[src/rtl/hazard_stall_unit.sv]
// rtl/hazard_stall_unit.sv - load-use / branch / memory-wait hazard controller with watchdog (optional HAZARD_PERF_CNT_EN)
module hazard_stall_unit #(
  parameter int MEM_TIMEOUT = 16,
  parameter int CNT_W       = 32
) (
  input  logic             clk,
  input  logic             rst_n,
  input  logic [4:0]       if_id_rs1,
  input  logic [4:0]       if_id_rs2,
  input  logic             if_id_uses_rs1,
  input  logic             if_id_uses_rs2,
  input  logic             id_ex_MemRead,
  input  logic [4:0]       id_ex_rd,
  input  logic             branch_taken,
  input  logic             dmem_req,
  input  logic             dmem_ready,
  output logic             pc_write,
  output logic             if_id_write,
  output logic             id_ex_bubble,
  output logic             if_id_flush,
  output logic             id_ex_flush,
  output logic             pipe_freeze,
  output logic             mem_wait_active,
  output logic             mem_timeout,
  output logic [CNT_W-1:0] stall_cnt,
  output logic [CNT_W-1:0] flush_cnt,
  output logic [CNT_W-1:0] memwait_cnt
);

  localparam int WAIT_W = $clog2(MEM_TIMEOUT + 1);
  localparam logic [WAIT_W-1:0] WAIT_MAX    = WAIT_W'(MEM_TIMEOUT);
  localparam logic [WAIT_W-1:0] WAIT_TO_HIT = WAIT_W'(MEM_TIMEOUT - 1);
  localparam logic [WAIT_W-1:0] WAIT_ONE    = WAIT_W'(1);

  typedef enum logic {
    ST_RUN      = 1'b0,
    ST_MEM_WAIT = 1'b1
  } state_t;

  state_t            state_q;
  state_t            state_d;
  logic [WAIT_W-1:0] wait_cnt_q;
  logic              freeze;
  logic              load_use;
  logic              stall_win;
  logic              flush_win;

  // Hazard detection terms
  assign freeze   = dmem_req & ~dmem_ready;
  assign load_use = id_ex_MemRead & (id_ex_rd != 5'd0) &
                    (((id_ex_rd == if_id_rs1) & if_id_uses_rs1) |
                     ((id_ex_rd == if_id_rs2) & if_id_uses_rs2));

  // Priority resolution: freeze > branch flush > load-use stall > free-run; reset forces free-run
  always_comb begin
    pc_write     = 1'b1;
    if_id_write  = 1'b1;
    id_ex_bubble = 1'b0;
    if_id_flush  = 1'b0;
    id_ex_flush  = 1'b0;
    pipe_freeze  = 1'b0;
    stall_win    = 1'b0;
    flush_win    = 1'b0;
    if (rst_n) begin
      if (freeze) begin
        // EX is held, so a pending branch is re-presented once memory completes
        pipe_freeze = 1'b1;
        pc_write    = 1'b0;
        if_id_write = 1'b0;
      end else if (branch_taken) begin
        // The dependent instruction is squashed, so no load-use stall is needed
        if_id_flush = 1'b1;
        id_ex_flush = 1'b1;
        flush_win   = 1'b1;
      end else if (load_use) begin
        // One bubble clears MemRead in ID/EX, so this self-releases next cycle
        pc_write     = 1'b0;
        if_id_write  = 1'b0;
        id_ex_bubble = 1'b1;
        stall_win    = 1'b1;
      end
    end
  end

  // Next-state logic for the memory-wait tracker
  always_comb begin
    state_d = state_q;
    case (state_q)
      ST_RUN:      if (freeze)  state_d = ST_MEM_WAIT;
      ST_MEM_WAIT: if (!freeze) state_d = ST_RUN;
      default:     state_d = ST_RUN;
    endcase
  end

  // State register
  always_ff @(posedge clk or negedge rst_n) begin
    if (!rst_n) state_q <= ST_RUN;
    else        state_q <= state_d;
  end

  assign mem_wait_active = (state_q == ST_MEM_WAIT);

  // Consecutive-freeze counter and sticky watchdog
  always_ff @(posedge clk or negedge rst_n) begin
    if (!rst_n) begin
      wait_cnt_q  <= '0;
      mem_timeout <= 1'b0;
    end else if (freeze) begin
      if (wait_cnt_q != WAIT_MAX) wait_cnt_q <= wait_cnt_q + WAIT_ONE;
      if (wait_cnt_q == WAIT_TO_HIT) mem_timeout <= 1'b1;
    end else begin
      wait_cnt_q <= '0;
    end
  end

`ifdef HAZARD_PERF_CNT_EN
  localparam logic [CNT_W-1:0] CNT_ONE = CNT_W'(1);
  localparam logic [CNT_W-1:0] CNT_MAX = {CNT_W{1'b1}};

  logic [CNT_W-1:0] stall_cnt_q;
  logic [CNT_W-1:0] flush_cnt_q;
  logic [CNT_W-1:0] memwait_cnt_q;

  // Saturating performance counters keyed on the winning hazard
  always_ff @(posedge clk or negedge rst_n) begin
    if (!rst_n) begin
      stall_cnt_q   <= '0;
      flush_cnt_q   <= '0;
      memwait_cnt_q <= '0;
    end else begin
      if (stall_win && stall_cnt_q != CNT_MAX)   stall_cnt_q   <= stall_cnt_q + CNT_ONE;
      if (flush_win && flush_cnt_q != CNT_MAX)   flush_cnt_q   <= flush_cnt_q + CNT_ONE;
      if (freeze && memwait_cnt_q != CNT_MAX)    memwait_cnt_q <= memwait_cnt_q + CNT_ONE;
    end
  end

  assign stall_cnt   = stall_cnt_q;
  assign flush_cnt   = flush_cnt_q;
  assign memwait_cnt = memwait_cnt_q;
`else
  logic unused_perf;
  assign unused_perf = stall_win ^ flush_win;
  assign stall_cnt   = '0;
  assign flush_cnt   = '0;
  assign memwait_cnt = '0;
`endif

endmodule
[config.mk]
export PLATFORM = sky130hd
export DESIGN_NAME = hazard_stall_unit
export DESIGN_NICKNAME = d
export VERILOG_FILES = /design/src/rtl/hazard_stall_unit.sv
export SDC_FILE = /design/constraint.sdc
export NUM_CORES = 1
export LEC_CHECK = 0
export CAP_MARGIN = 10
export CORE_MARGIN = 8
export CORE_UTILIZATION = 27
export DETAILED_ROUTE_END_ITERATION = 16
export PLACE_DENSITY = 0.81
export RECOVER_POWER = 100
export SKIP_LAST_GASP = 1
export SLEW_MARGIN = 30
export SYNTH_ARGS = -nofsm -noshare
export SYNTH_HDL_FRONTEND = slang
export SYNTH_SLANG_ARGS = --single-unit
[constraint.sdc]
create_clock -name clk -period 2.4 [get_ports clk]
set_input_delay 0.72 -clock clk [delete_from_list [all_inputs] [get_ports clk]]
set_output_delay 0.72 -clock clk [all_outputs]
set_load 0.03 [all_outputs]
### Word-level counts from Yosys, hierarchy flattened

Index checks and enable logic that the tools add are counted.

* logic and storage cells: 33
* flip-flop bits (word level): 7
* output and inout bits: 104
* bits of input ports: 23

* mux-type cells: 15
* reduce and logical (&&, ||, !) cells: 2
* bitwise gates (word level): 7
* equality and inequality tests: 5
* add/subtract/negate cells: 1

Operators by type and width (count)
* two-way mux 1 bit: 13
* equality test 5 bit: 2
* two-way mux 5 bit: 2
* adder 5 x 1 -> 5 bit (second input constant): 1
* bitwise AND 1 bit: 5
* equality test 5 x 4 -> 1 bit (second input constant): 1
* inequality test 5 bit (second input constant): 1
* nonzero test 5 bit: 1
* inequality test 2 x 1 -> 1 bit (second input constant): 1
* AND reduction 2 bit: 1
* NOT 1 bit: 1
* bitwise OR 1 bit: 1

### Longest topological paths before layout

* word-level depth: 8
* gate-level depth with buffers: 6
* depth with buffers taken out: 6

### Worst setup path before layout

Ideal clock, no wire load.

* path type: input to output
* from: input id_ex_rd[1]
* to: output pc_write
* arrival time: 2303 ps
* buffers on the path: 1
* data required time: 1680 ps
* slack: -623 ps
* stages on the path: 4
* path through: or4_4 -> o2111ai_2 -> a2bb2oi_1 -> buf_4

* cells in the longest elaborated chain, start to end: 8
* elaborated cells on any way between the ends: 12
* classes of those cells: 2 x eq/ne; 4 x mux; 5 x bitwise; 1 x reduce/logical

RTL lines
* from (decl): line 13 `input logic [4:0] id_ex_rd,`
* equality test 5 bit, on equally long branches: line 51, 52
* bitwise AND 1 bit, on equally long branches: line 51, 52
* bitwise OR 1 bit: line 51 `(((id_ex_rd == if_id_rs1) & if_id_uses_rs1) |`
* bitwise AND 1 bit *: line 50 `assign load_use = id_ex_MemRead & (id_ex_rd != 5'd0) &`
* two-way mux 1 bit * (4 in a row)
* to (decl): line 17 `output logic pc_write,`

Every way passes the cells marked *; elsewhere a longest branch is shown, timed or not.

### Worst setup path after layout

* from: input id_ex_rd[4]
* to: output if_id_write

* cells in the longest elaborated chain, start to end: 8
* elaborated cells on any way between the ends: 12
* classes of those cells: 2 x eq/ne; 4 x mux; 5 x bitwise; 1 x reduce/logical

RTL lines
* equality test 5 bit, on equally long branches: line 51, 52
* bitwise AND 1 bit, on equally long branches: line 51, 52
* bitwise OR 1 bit: line 51
* bitwise AND 1 bit *: line 50
* two-way mux 1 bit *: line 75 `end else if (load_use) begin`
* two-way mux 1 bit *: line 70 `end else if (branch_taken) begin`
* two-way mux 1 bit *: line 65 `if (freeze) begin`
* two-way mux 1 bit *: line 64 `if (rst_n) begin`
* to (decl): line 18 `output logic if_id_write,`

Marks and branches as above.

==> results.toml <==
[status]
status = "complete, but fails checks"
failed_checks = "setup timing"

[cts]
clockBufferDepth = 2
number_of_hold_buffers_added_after_cts = 0
number_of_levels_the_h_tree_was_split_into = 1
clk_pin_slew_worst_paths_ns = 0.04
clock_tree_from_tritoncts = "yes"
cts-root-buf = "sky130_fd_sc_hd__clkbuf_8"
cts_made_buffers = 3
worst_skew_pair.late_latency_ns = 0.23
cts.sink_count = 7

[routing]
routed_wire_length_per_instance_um = 12.1
drt-total-wl_um = 2890
drc = 0
detail-route-antenna-nets = 0
drt-pass1-iter-count = 2
post_drt_via_cell_ratio = 3.19
vias = 763
detailedRoute.firstIterationViolations = 14

[pwr]
combinationalPowerShare_pct = 52.5
irDropWorstVdd_mv = 0.297
seq_power_share_pct = 20.1
share_of_power_burned_in_the_clock_network_pct = 27.4
total_leakage_power_nw = 0.758
power_per_cell_area_mw_per_mm2 = 440
power_switching_share_pct = 51.6
switching_power_mw = 0.315
intPower_mw = 0.295

[synth]
number_of_flip_flops_and_latches_in_the_synthesized_netlist = 7
synth_mux_area_share_pct = 0.808
synth-simple-area-share_pct = 7.68
post_synth_fa_ha_maj_area_fraction_pct = 3.03
synth_top_family_by_area = "buffers and inverters"
synth-async-reset-ratio_pct = 100
syn_area_mm2 = 0.00124
synth.lib_cells_used.distinct = 24
synth-main-ff-cell = "sky130_fd_sc_hd__dfrtp_1"
synthesis.area_per_instance_um2 = 8.26
synth_compound_area_share_pct = 3.64
number_of_enable_flip_flop_cells_after_synthesis = 0
yosys_warnings = 0
synth_cells = 150
proportion_of_synthesized_chip_area_in_sequential_cells_pct = 14.1
synthXorXnorAreaFrac_pct = 9.19

[grt]
first_pass_grt_wire_length_um = 4340
global_route.usage.total_pct = 7.35
grt_antenna_before_repair = 0
maximum_number_of_pins_on_one_net_before_global_route_repair = 8
first_global_vias = 857
overflow = 0

[setup_path]
crit_start = "id_ex_rd[4]"
register_to_register_setup_slack_ns = 1.01
critical_path.startpoint_type = "primary input"
worst_ep_arrival_time_ns = 1.97
critPathSlowestCell = "sky130_fd_sc_hd__or4_4"
worstReg2RegEnd = "wait_cnt_q[1]"
worst-path-stages = 5
bufs_and_invs_on_worst_path = 2
critical_path.top_delay_family = "simple AND/OR/NAND/NOR gates"
timing.critical_path.cells = "buf_8 > or4_4 > o2111ai_4 > a2bb2oi_4 > buf_6"
slowest_delay_ns = 0.56
worst-endpoint-required_ns = 1.68
crit_path_end = "if_id_write"
timing.rr.start = "wait_cnt_q[0]"
reg2regPathDepth = 6
worst_setup_end_kind = "output port"
crit_path_max_fanout = 3
timing.setup.critical_path_class = "in2out"

[sta]
final_ws_setup_ns = -0.286
timing.final.hold_violations = 0
tns_ns = -1.23
timing.final.setup_violations = 6
finClkSkew_ns = 0.00105
max_freq_ghz = 0.372
post-route-period-util_pct = 112
worst_hold_slack_ns = 0.455
timing.final.crit_period_ns = 2.69
grt_setup_unrepaired = "yes"
timing_max_transition_violations_final = 0

[placement]
dp_hpwl_um = 2520
gpl.final_weighted_congestion = 0.654
number_of_port_buffers = 30

[floorplanning]
die_width_um = 83.7
design.core.area_mm2 = 0.00438
placementRows = 24
initial_core_utilization_pct = 28.3
die_height_um = 83.7
ioPinCount = 127
dieArea_mm2 = 0.00701

[cells_and_area]
drive_above_1_share_pct = 19.3
number_of_fill_cells = 479
area_growth_syn_to_layout_pct = 12.0
antenna-diode-count = 0
nets = 214

[worst_hold_path]
hold_path_startpoint = "mem_timeout"
hold_path_class = "reg2reg"

[flow_run]
cap_viol_max_count = 0
==> metal layers <==
| metal | vias to the layer above | routed length (um) | track usage (%) |
|---|---|---|---|
| met5 | - | 0 | 0 |
| met4 | 0 | 21 | 2.35 |
| met3 | 2 | 378 | 4.69 |
| met1 | 347 | 951 | 6.81 |
| li1 | 348 | - | - |
| met2 | 66 | 1540 | 12.8 |
==> repair_timing <==
item                                    4_1_cts  5_1_grt
endpoints found under the setup margin        6        6
setup buffers                                 1        0
cloned                                        0        0
gates resized for setup                      56       12
pin swaps                                    14        6
==> power groups by stage <==
stage	registers, mW	clock network (mW)	logic, mW
6_report	0.123	0.167	0.320
4_1_cts	0.123	0.173	0.302
3_3_place_gp	0.124	0	0.298
3_5_place_dp	0.124	0	0.300
5_1_grt	0.123	0.178	0.338
2_1_floorplan	0.126	0	0.356
==> worst min-delay path by stage <==
stage | endpoint | cells after the start | slack [ns]
2_1_floorplan | mem_timeout | 0 | 0.42
3_3_place_gp | mem_timeout | 1 | 0.45
3_5_place_dp | mem_timeout | 1 | 0.45
4_1_cts | mem_timeout | 1 | 0.46
5_1_grt | mem_timeout | 1 | 0.46
6_report | mem_timeout | 1 | 0.45
==> cell usage in the layout, fill, tap and decap left out, types with 2 or more instances in the layout <==
cell                              count
sky130_fd_sc_hd__buf_6                6
sky130_fd_sc_hd__xor2_2               2
sky130_fd_sc_hd__inv_1                5
sky130_fd_sc_hd__nor4_4               2
sky130_fd_sc_hd__buf_4                7
sky130_fd_sc_hd__conb_1              96
sky130_fd_sc_hd__nor3_2               2
sky130_fd_sc_hd__nor2_1               3
sky130_fd_sc_hd__clkbuf_8             3
sky130_fd_sc_hd__clkbuf_1             3
sky130_fd_sc_hd__clkdlybuf4s15_1      2
sky130_fd_sc_hd__dlygate4sd2_1        4
sky130_fd_sc_hd__xnor2_1              4
sky130_fd_sc_hd__dfrtp_1              7
sky130_fd_sc_hd__clkdlybuf4s50_1      4
sky130_fd_sc_hd__buf_2                5
sky130_fd_sc_hd__xor2_1               7
sky130_fd_sc_hd__dlygate4sd3_1        3
sky130_fd_sc_hd__ha_1                 3
==> area by class of cell <==
class	count	area, um^2	share of cell area (%)
Inverter	6	25.0	1.80
Timing Repair Buffer	36	310	22.4
Multi-Input combinational cell	134	767	55.3
Clock buffer	4	45.0	3.25
Sequential cell	7	175	12.6
Tap cell	52	65.1	4.69
==> worst reg2reg max path, cell delays in order, from the launching register on <==
cell and delay (ns):
sky130_fd_sc_hd__dfrtp_1 0.39, sky130_fd_sc_hd__inv_1 0.10, sky130_fd_sc_hd__ha_1 0.15, sky130_fd_sc_hd__nand2_1 0.06
sky130_fd_sc_hd__nor3_2 0.28, sky130_fd_sc_hd__mux2i_1 0.24, sky130_fd_sc_hd__nor2_1 0.05
==> cells by family after synthesis <==
group | after synthesis
AO/OA/AOI/OAI | 5
XOR/XNOR | 13
adder cells (fa/ha/maj) | 3
buffers and inverters | 104
flip-flops | 7
multiplexers | 1
other | 1
AND/OR/NAND/NOR | 16
==> through the flow <==
step           utilization, %  std cells  power, mW  setup WS, ns  area (um^2)
6_report                 31.6        239      0.610        -0.286         1390
5_1_grt                  31.6        239      0.639        -0.328         1390
4_1_cts                  30.7        239      0.598        -0.316         1350
3_5_place_dp             29.2        234      0.424        -0.821         1280
3_3_place_gp             29.2        234      0.422        -0.830         1280
2_1_floorplan               -        245      0.482        -0.255         1630
==> cell usage after synthesis (all sizes together), types with 2 or more instances <==
library cell / number / area [um^2]
ha: 3 / 37.5
dfrtp: 7 / 175
nor4: 2 / 12.5
inv: 6 / 22.5
xor2: 9 / 78.8
nor3: 3 / 20.0
and2: 2 / 12.5
xnor2: 4 / 35.0
and3: 2 / 12.5
buf: 98 / 736
nor2: 3 / 11.3
==> state kept, by name (all words and copies together) (netlist names) <==
register / count
mem_wait_active: 1
wait_cnt_q: 5
mem_timeout: 1
No activity file was read; power rests on OpenSTA's default activity.
